**src/rtl/gen_param_loader_pkg.sv**
```systemverilog
// Shared definitions for the generator parameter loader.
//
// Holds the generator dimension defaults, the frame length, the segment base
// offsets of each parameter group inside a frame, the loader state encoding
// and the segment select encoding used between the controller and the
// register banks.
package gen_param_loader_pkg;

    // Generator dimension defaults (2-3-9 network).
    localparam int GEN_WIDTH       = 32;
    localparam int GEN_N_INPUT     = 2;
    localparam int GEN_N_NEURON_L2 = 3;
    localparam int GEN_N_NEURON_L3 = 9;

    // Words per frame: two latent inputs, then L2 weights, L2 biases,
    // L3 weights, L3 biases.
    function automatic int calc_n_words(input int n_in, input int n_l2, input int n_l3);
        return 2 + n_in * n_l2 + n_l2 + n_l2 * n_l3 + n_l3;
    endfunction

    localparam int N_WORDS = calc_n_words(GEN_N_INPUT, GEN_N_NEURON_L2, GEN_N_NEURON_L3);
    localparam int CNT_W   = $clog2(N_WORDS);

    // Segment base offsets within a frame at the default dimensions.
    localparam int OFF_A   = 0;
    localparam int OFF_WL2 = OFF_A + 2;
    localparam int OFF_BL2 = OFF_WL2 + GEN_N_INPUT * GEN_N_NEURON_L2;
    localparam int OFF_WL3 = OFF_BL2 + GEN_N_NEURON_L2;
    localparam int OFF_BL3 = OFF_WL3 + GEN_N_NEURON_L2 * GEN_N_NEURON_L3;

    typedef enum logic {
        LOAD = 1'b0,
        HOLD = 1'b1
    } state_e;

    typedef enum logic [2:0] {
        SEG_A   = 3'd0,
        SEG_WL2 = 3'd1,
        SEG_BL2 = 3'd2,
        SEG_WL3 = 3'd3,
        SEG_BL3 = 3'd4
    } seg_e;

endpackage

```
**src/rtl/gen_param_ctrl.sv**
```systemverilog
// Frame controller for the generator parameter loader.
//
// Tracks the word position within a frame, checks frame length against
// s_last, and decodes the word position into a segment select plus element
// index for the register banks. Also owns the LOAD/HOLD state.
//
// Ports:
//   clk, rst_n   clock, synchronous active-low reset
//   s_valid      upstream word valid
//   s_last       upstream end-of-frame marker
//   s_ready      loader accepts a word this cycle (registered)
//   frame_done   consumer releases the held parameter set
//   wr_en        write the current word into the bank chosen by seg/idx
//   seg, idx     destination segment and element within that segment
//   state_o      current LOAD/HOLD state (also drives params_valid)
//   err_len      sticky frame-length error
//
// Handshake: a word transfers on a rising edge where s_valid && s_ready.
// s_ready never depends on s_valid; s_valid may be withheld for any number
// of cycles and the word position simply holds.
module gen_param_ctrl
    import gen_param_loader_pkg::*;
#(
    parameter int N_INPUT     = GEN_N_INPUT,
    parameter int N_NEURON_L2 = GEN_N_NEURON_L2,
    parameter int N_NEURON_L3 = GEN_N_NEURON_L3,
    parameter int CW          = $clog2(calc_n_words(N_INPUT, N_NEURON_L2, N_NEURON_L3))
) (
    input  logic          clk,
    input  logic          rst_n,
    input  logic          s_valid,
    input  logic          s_last,
    output logic          s_ready,
    input  logic          frame_done,
    output logic          wr_en,
    output seg_e          seg,
    output logic [CW-1:0] idx,
    output state_e        state_o,
    output logic          err_len
);

    localparam int NW     = calc_n_words(N_INPUT, N_NEURON_L2, N_NEURON_L3);
    localparam int L_WL2  = 2;
    localparam int L_BL2  = L_WL2 + N_INPUT * N_NEURON_L2;
    localparam int L_WL3  = L_BL2 + N_NEURON_L2;
    localparam int L_BL3  = L_WL3 + N_NEURON_L2 * N_NEURON_L3;

    localparam logic [CW-1:0] WL2_C  = CW'(L_WL2);
    localparam logic [CW-1:0] BL2_C  = CW'(L_BL2);
    localparam logic [CW-1:0] WL3_C  = CW'(L_WL3);
    localparam logic [CW-1:0] BL3_C  = CW'(L_BL3);
    localparam logic [CW-1:0] LAST_C = CW'(NW - 1);

    state_e        state_q, state_d;
    logic [CW-1:0] cnt_q, cnt_d;
    logic          ready_q, ready_d;
    logic          err_q, err_d;
    logic          hs;
    logic          last_word;

    assign hs        = s_valid && ready_q;
    assign last_word = (cnt_q == LAST_C);

    always_ff @(posedge clk) begin
        if (!rst_n) begin
            state_q <= LOAD;
            cnt_q   <= '0;
            ready_q <= 1'b0;
            err_q   <= 1'b0;
        end else begin
            state_q <= state_d;
            cnt_q   <= cnt_d;
            ready_q <= ready_d;
            err_q   <= err_d;
        end
    end

    always_comb begin
        state_d = state_q;
        cnt_d   = cnt_q;
        err_d   = err_q;
        wr_en   = 1'b0;
        case (state_q)
            LOAD: begin
                if (hs) begin
                    if (last_word) begin
                        // Final word is always accepted; a missing s_last
                        // only flags the error.
                        wr_en   = 1'b1;
                        cnt_d   = '0;
                        state_d = HOLD;
                        if (!s_last) begin
                            err_d = 1'b1;
                        end
                    end else if (s_last) begin
                        // Early end of frame: drop the word and resync so
                        // the next word is taken as a_1.
                        cnt_d = '0;
                        err_d = 1'b1;
                    end else begin
                        wr_en = 1'b1;
                        cnt_d = cnt_q + 1'b1;
                    end
                end
            end
            HOLD: begin
                if (frame_done) begin
                    state_d = LOAD;
                end
            end
            default: begin
                state_d = LOAD;
                cnt_d   = '0;
            end
        endcase
        // Registered ready: low in reset, low the cycle after the last word,
        // high the cycle after frame_done.
        ready_d = (state_d == LOAD);
    end

    always_comb begin
        seg = SEG_A;
        idx = cnt_q;
        if (cnt_q >= BL3_C) begin
            seg = SEG_BL3;
            idx = cnt_q - BL3_C;
        end else if (cnt_q >= WL3_C) begin
            seg = SEG_WL3;
            idx = cnt_q - WL3_C;
        end else if (cnt_q >= BL2_C) begin
            seg = SEG_BL2;
            idx = cnt_q - BL2_C;
        end else if (cnt_q >= WL2_C) begin
            seg = SEG_WL2;
            idx = cnt_q - WL2_C;
        end
    end

    assign s_ready = ready_q;
    assign state_o = state_q;
    assign err_len = err_q;

endmodule

```
**src/rtl/gen_param_loader.sv**
```systemverilog
// Parameter loader feeding the 2-3-9 generator datapath.
//
// Accepts a serial stream of signed WIDTH-bit words and writes each accepted
// word straight into its slot of the latent input, weight and bias registers.
// Once a full frame is in, the set is held stable with params_valid high
// until frame_done.
//
// Ports:
//   clk, rst_n          clock, synchronous active-low reset
//   s_data/s_valid/
//   s_last/s_ready      word stream (valid/ready)
//   a_1, a_2            latent inputs
//   w_L2, b_L2          layer-2 weights / biases, element k at [(k+1)*W-1:k*W]
//   w_L3, b_L3          layer-3 weights / biases, w_L3 element = 3*j + i
//   params_valid        full set loaded and stable
//   frame_done          consumer done with the set; resume loading
//   err_len             sticky frame-length error
module gen_param_loader
    import gen_param_loader_pkg::*;
#(
    parameter int WIDTH       = GEN_WIDTH,
    parameter int N_INPUT     = GEN_N_INPUT,
    parameter int N_NEURON_L2 = GEN_N_NEURON_L2,
    parameter int N_NEURON_L3 = GEN_N_NEURON_L3
) (
    input  logic                                 clk,
    input  logic                                 rst_n,
    input  logic signed [WIDTH-1:0]              s_data,
    input  logic                                 s_valid,
    input  logic                                 s_last,
    output logic                                 s_ready,
    output logic signed [WIDTH-1:0]              a_1,
    output logic signed [WIDTH-1:0]              a_2,
    output logic [N_INPUT*N_NEURON_L2*WIDTH-1:0]     w_L2,
    output logic [N_NEURON_L2*WIDTH-1:0]             b_L2,
    output logic [N_NEURON_L2*N_NEURON_L3*WIDTH-1:0] w_L3,
    output logic [N_NEURON_L3*WIDTH-1:0]             b_L3,
    output logic                                 params_valid,
    input  logic                                 frame_done,
    output logic                                 err_len
);

    localparam int CW      = $clog2(calc_n_words(N_INPUT, N_NEURON_L2, N_NEURON_L3));
    localparam int WL2_B   = N_INPUT * N_NEURON_L2 * WIDTH;
    localparam int BL2_B   = N_NEURON_L2 * WIDTH;
    localparam int WL3_B   = N_NEURON_L2 * N_NEURON_L3 * WIDTH;
    localparam int BL3_B   = N_NEURON_L3 * WIDTH;

    logic          wr_en;
    seg_e          seg;
    logic [CW-1:0] idx;
    state_e        state;

    gen_param_ctrl #(
        .N_INPUT     (N_INPUT),
        .N_NEURON_L2 (N_NEURON_L2),
        .N_NEURON_L3 (N_NEURON_L3),
        .CW          (CW)
    ) u_ctrl (
        .clk        (clk),
        .rst_n      (rst_n),
        .s_valid    (s_valid),
        .s_last     (s_last),
        .s_ready    (s_ready),
        .frame_done (frame_done),
        .wr_en      (wr_en),
        .seg        (seg),
        .idx        (idx),
        .state_o    (state),
        .err_len    (err_len)
    );

    logic [WIDTH-1:0] a_1_q, a_1_d;
    logic [WIDTH-1:0] a_2_q, a_2_d;
    logic [WL2_B-1:0] w_l2_q, w_l2_d;
    logic [BL2_B-1:0] b_l2_q, b_l2_d;
    logic [WL3_B-1:0] w_l3_q, w_l3_d;
    logic [BL3_B-1:0] b_l3_q, b_l3_d;

    always_ff @(posedge clk) begin
        if (!rst_n) begin
            a_1_q  <= '0;
            a_2_q  <= '0;
            w_l2_q <= '0;
            b_l2_q <= '0;
            w_l3_q <= '0;
            b_l3_q <= '0;
        end else begin
            a_1_q  <= a_1_d;
            a_2_q  <= a_2_d;
            w_l2_q <= w_l2_d;
            b_l2_q <= b_l2_d;
            w_l3_q <= w_l3_d;
            b_l3_q <= b_l3_d;
        end
    end

    // Only the addressed element changes; everything else keeps its value,
    // so a resynced partial frame leaves stale data behind until overwritten.
    always_comb begin
        a_1_d  = a_1_q;
        a_2_d  = a_2_q;
        w_l2_d = w_l2_q;
        b_l2_d = b_l2_q;
        w_l3_d = w_l3_q;
        b_l3_d = b_l3_q;
        if (wr_en) begin
            case (seg)
                SEG_A: begin
                    if (idx == '0) begin
                        a_1_d = s_data;
                    end else begin
                        a_2_d = s_data;
                    end
                end
                SEG_WL2: w_l2_d[int'(idx)*WIDTH +: WIDTH] = s_data;
                SEG_BL2: b_l2_d[int'(idx)*WIDTH +: WIDTH] = s_data;
                SEG_WL3: w_l3_d[int'(idx)*WIDTH +: WIDTH] = s_data;
                SEG_BL3: b_l3_d[int'(idx)*WIDTH +: WIDTH] = s_data;
                default: ;
            endcase
        end
    end

    assign a_1          = a_1_q;
    assign a_2          = a_2_q;
    assign w_L2         = w_l2_q;
    assign b_L2         = b_l2_q;
    assign w_L3         = w_l3_q;
    assign b_L3         = b_l3_q;
    assign params_valid = (state == HOLD);

endmodule
```
**config.mk**
```make
export PLATFORM = sky130hd
export DESIGN_NAME = gen_param_loader
export DESIGN_NICKNAME = d
export VERILOG_FILES = /design/src/rtl/gen_param_loader_pkg.sv /design/src/rtl/gen_param_ctrl.sv /design/src/rtl/gen_param_loader.sv
export SDC_FILE = /design/constraint.sdc
export NUM_CORES = 2
export LEC_CHECK = 0
export CAP_MARGIN = 20
export CELL_PAD_IN_SITES_DETAIL_PLACEMENT = 1
export CELL_PAD_IN_SITES_GLOBAL_PLACEMENT = 2
export CORE_AREA = 2 2 609 611
export DETAILED_ROUTE_END_ITERATION = 8
export DIE_AREA = 0 0 611 613
export PLACE_DENSITY = 0.62
export SLEW_MARGIN = 20
export SYNTH_ARGS = -nofsm -noshare
export SYNTH_HDL_FRONTEND = slang
export SYNTH_SLANG_ARGS = --single-unit
```
**constraint.sdc**
```tcl
create_clock -name clk -period 4.55 [get_ports clk]
set_input_delay 0.91 -clock clk [delete_from_list [all_inputs] [get_ports clk]]
set_output_delay 0.91 -clock clk [all_outputs]
set_load 0.005 [all_outputs]
```
==> results by stage <==
Run status:
- The flow ran to the end, and the final reports show no timing, DRC or antenna violations.

Die:
- The starting density of the core is 16.1%.
- After floorplanning, the core was divided into 223 placement rows.
- The floorplan step set the die height to 613 microns.
- Measured along the x axis, the die boundary spans 611 microns.
- The region available for standard cell placement spans 0.368 sq mm.
- The die area is 0.375 sq mm.
- During I/O placement, the number of pins put on the boundary was 1544.

STA:
- At the pin with the least slew margin, the transition time is 1110 ps.
- The worst hold margin is 453 ps.
- The number of failing setup endpoints in the final timing report is 0.
- For the final routed database, the setup TNS stands at 0 ps.
- In the finished design, the share of the clock period the worst path needs comes to 96.8%.
- Timing would allow up to 0.227 GHz.
- Measured against its own limit, the worst slew margin works out to 26.2%.
- The final hold violation count is 0.
- Setup slack on the critical path of the routed design comes to 148 ps.
- Between clock sinks in the finished design, the worst skew comes to 48.1 ps.
- The clock period minus final worst setup slack is 4400 ps.
- The final number of max-transition violations was 0.
- Setup repair after global routing could not meet its margin everywhere.

Cells and area:
- The area growth from synthesis to layout is 51.0%.
- The number of nets in the layout is 7817.
- Leaving out fill and tap cells, the most frequent cell in the layout is sky130_fd_sc_hd__nand2_1.
- After routing the design area is 0.0896 sq mm.
- In the layout the commonest cells are 1555 x sky130_fd_sc_hd__nand2_1, 1513 x sky130_fd_sc_hd__dfxtp_1, 1510 x sky130_fd_sc_hd__clkdlybuf4s50_1.
- The finished layout holds 12800 standard cells, fillers aside.
- The share of post-route cells with drive strength above 1 is 11.9%.

Clocking:
- The number of clock sinks seen by CTS is 1513.
- TritonCTS created 191 clock buffers.
- Buffers inserted to repair hold after CTS numbered 0.
- The clock network latency to the later pin of the worst-skew pair is 880 ps.
- In this run the deepest clock path goes through 4 buffers.
- The CTS tree is yes.
- The cell chosen for the clock root is sky130_fd_sc_hd__clkbuf_16.
- The clock transition time at the flip-flop clock pins of the worst setup and hold paths is 60 ps.
- CTS built an H-tree with a depth of 4.

Global route:
- The first global-routing pass estimated 524 mm of wire.
- The pin count of the biggest net entering global routing is 187.
- Summed over all layers, the global routing overflow is 0.
- The global-route total usage across every layer is 20.3%.
- The number of antenna violations at the first check in global routing came to 52.
- The via count of the first global-routing pass is 56700.

Detailed routing:
- The detailed-route vias per instance is 4.36.
- The number of detailed-routing iterations run before antenna repair is 5.
- The total via count in the routed design is 55600.
- The amount of wire on met2 after detailed routing is 195 mm.
- After detailed routing, the number of remaining DRC violations is 0.
- The met1 wire length is 162 mm.
- The detailed router finished its first iteration with 3553 violations.
- The top layer used by detailed routing is met5.
- The remaining antenna violation count is 0.
- The per-cell routed wire length is 31.3 microns.
- The routed length on met3 is 21.7 mm.
- The routed design has 400 mm of wire.

Worst setup path:
- The largest single stage delay on the critical path is 530 ps.
- The signal on the critical path passes through buf_4 > ha_1 > o21ai_1 > nand2_2 > and3_2 > or3_1 > ha_2 > buf_4 > o21ai_4 > nor4_4 > buf_4 > or3_1 > or3_2 > buf_12 > mux2i_1.
- The largest fanout on the critical path is 32.
- The worst setup path is launched from a register.
- STA classifies the critical path endpoint as a register.
- The category of the critical setup timing path is register to register.
- The slowest cell on the critical path is sky130_fd_sc_hd__or3_2.
- The arrival time of data at the critical path endpoint is 5090 ps.
- The required time reported for the critical path endpoint is 5240 ps.
- The most prevalent standard cell on the critical path is sky130_fd_sc_hd__buf_4.

Pwr:
- The leakage power is 35.5 nW.
- The areal power density over the cells is 350 mW/mm^2.
- The worst-case IR drop observed on VDD is 0.306 mV.

Place:
- Input and output buffers added on the ports amount to 1543.
- The placed wire-length estimate after detailed placement is 295 mm.
- The congestion estimate from routability-driven global placement came to 0.843.
- The worst-case setup slack after placement is -36.0 ps.
- In this run the cell area measured after placement is 0.0828 sq mm.
- The placed cell count is 12400.

Synthesis:
- Averaged over all synthesized cells, the footprint is 9.46 sq um.
- Of all cell types, the one taking the most synthesized area is sky130_fd_sc_hd__dfxtp_1.
- The number of different library cells used by synthesis comes to 78.
- Counting flops with an async set or reset pin after synthesis yields a share of 0%.
- In the post-synthesis netlist, the biggest area contributors are sky130_fd_sc_hd__dfxtp_1 51%, sky130_fd_sc_hd__mux2i_1 19%, sky130_fd_sc_hd__nand2_1 9.9%, sky130_fd_sc_hd__clkbuf_1 3.0%, sky130_fd_sc_hd__nand3_1 2.1%.
- Among all flip-flop cells after synthesis, the most frequent one is sky130_fd_sc_hd__dfxtp_1.
- The gate count of the mapped netlist is 6273.
- The synthesized cell area is 0.0593 sq mm.
- The flop and latch count out of synthesis is 1513.
- The share of Yosys cell area claimed by the top area cell type is 51.1%.
- During synthesis, Yosys emitted a total of 0 warnings.
- The post-synthesis sequential area ratio is 51.1%.
- The number of nets produced by synthesis is 6322.
- The synthesized design contains 0 enable-type register cells.

Flow run:
- The max capacitance violation total is 0.

Worst hold path:
- The min-delay analysis places its worst path in the category register to register.
## synthesized netlist by cell type (3+ instances only)
cell and count:
sky130_fd_sc_hd__and2_1 17, sky130_fd_sc_hd__buf_2 128, sky130_fd_sc_hd__xnor2_1 4, sky130_fd_sc_hd__or3_1 19, sky130_fd_sc_hd__a211o_1 7, sky130_fd_sc_hd__buf_4 10, sky130_fd_sc_hd__nand2_1 1559, sky130_fd_sc_hd__a21oi_1 227
sky130_fd_sc_hd__o21ai_0 115, sky130_fd_sc_hd__dfxtp_1 1513, sky130_fd_sc_hd__nor3_1 53, sky130_fd_sc_hd__a31o_2 64, sky130_fd_sc_hd__and3_1 25, sky130_fd_sc_hd__buf_6 6, sky130_fd_sc_hd__nor4_2 3, sky130_fd_sc_hd__or4_1 3
sky130_fd_sc_hd__mux2i_1 1131, sky130_fd_sc_hd__buf_1 29, sky130_fd_sc_hd__o2111a_1 62, sky130_fd_sc_hd__inv_1 15, sky130_fd_sc_hd__nand3_1 244, sky130_fd_sc_hd__o211ai_2 4, sky130_fd_sc_hd__a32o_1 27, sky130_fd_sc_hd__nand4_1 121
sky130_fd_sc_hd__a21oi_2 4, sky130_fd_sc_hd__nor4_1 7, sky130_fd_sc_hd__a22o_1 24, sky130_fd_sc_hd__o211ai_1 83, sky130_fd_sc_hd__nor2_1 107, sky130_fd_sc_hd__a211oi_1 4, sky130_fd_sc_hd__o21ai_1 10, sky130_fd_sc_hd__clkbuf_1 473
sky130_fd_sc_hd__a211oi_2 4, sky130_fd_sc_hd__nor3_2 8, sky130_fd_sc_hd__o21a_1 5, sky130_fd_sc_hd__o2111ai_1 93, sky130_fd_sc_hd__ha_1 12
## through the flow
step | total power, W | util (%)
CTS | 0.0318 | 24.3
detailed placement | 0.0156 | 22.5
global route | 0.0324 | 24.3
finish | 0.0313 | 24.4
global placement | 0.0156 | 22.5
floorplan | 0.0143 | -
## per-layer routing
metal,up-vias,track usage [%]
li1,24700,-
met1,28600,24.1
met2,1791,35.2
met3,609,3.88
met4,10,9.42
met5,-,0
## power breakdown
part	internal, W	leakage, nW	switching (W)	total [W]
combinational	0.000395	20.1	0.00157	0.00197
sequential	0.0133	12.2	0.00000981	0.0133
clock	0.00940	3.21	0.00666	0.0161
## critical path, delay by kind of cell (launching register included)
kind / cells / cell delay (ps)
mux: 1 / 190
buf+inv: 4 / 730
simple gates: 6 / 1870
compound gates: 2 / 480
flops: 1 / 350
fa+ha+maj: 2 / 460
## cell type report
| type | instances | area (sq um) |
|---|---|---|
| Inverter | 19 | 85.1 |
| Clock inverter | 68 | 870 |
| Sequential cell | 1513 | 30300 |
| Fill cell | 41900 | 278000 |
| Antenna cell | 17 | 42.5 |
| Clock buffer | 276 | 5650 |
| Multi-Input combinational cell | 4095 | 27000 |
| Timing Repair Buffer | 1948 | 19600 |
| Tap cell | 4837 | 6050 |
## flip-flops by register name, summed over array words and instances (netlist names), 6 cells and up
signal	flops
a_2	32
w_L3	864
b_L2	96
b_L3	288
u_ctrl.cnt_q	6
w_L2	192
a_1	32
## what timing repair did
| action | CTS | global route |
|---|---|---|
| pin swaps | 2 | 1 |
| gates resized for setup | 4 | 15 |
| endpoints found under the setup margin | 187 | 661 |
| buffers inserted | 2 | 2 |
| gates cloned | 0 | 1 |
## kinds of logic after synthesis
logic type      Yosys count  share of synthesized area (%)
flops                  1513                           51.1
simple gates           2183                           15.5
buf+inv                 665                           4.62
xor+xnor                  5                         0.0865
mux                    1133                           19.1
fa+ha+maj                12                          0.253
compound gates          762                           9.33
## worst paths after layout
path / startpoint / to / slack (ps) / cells after the start
worst max-delay path: u_ctrl.cnt_q[0] / w_L3[446] / 150 / 15
worst min-delay path: b_L3[28] / b_L3[28] / 450 / 2
worst max register to register: u_ctrl.cnt_q[0] / w_L3[446] / 150 / 15
worst min register to register: b_L3[28] / b_L3[28] / 450 / 2
No activity file was read; power rests on OpenSTA's default activity.
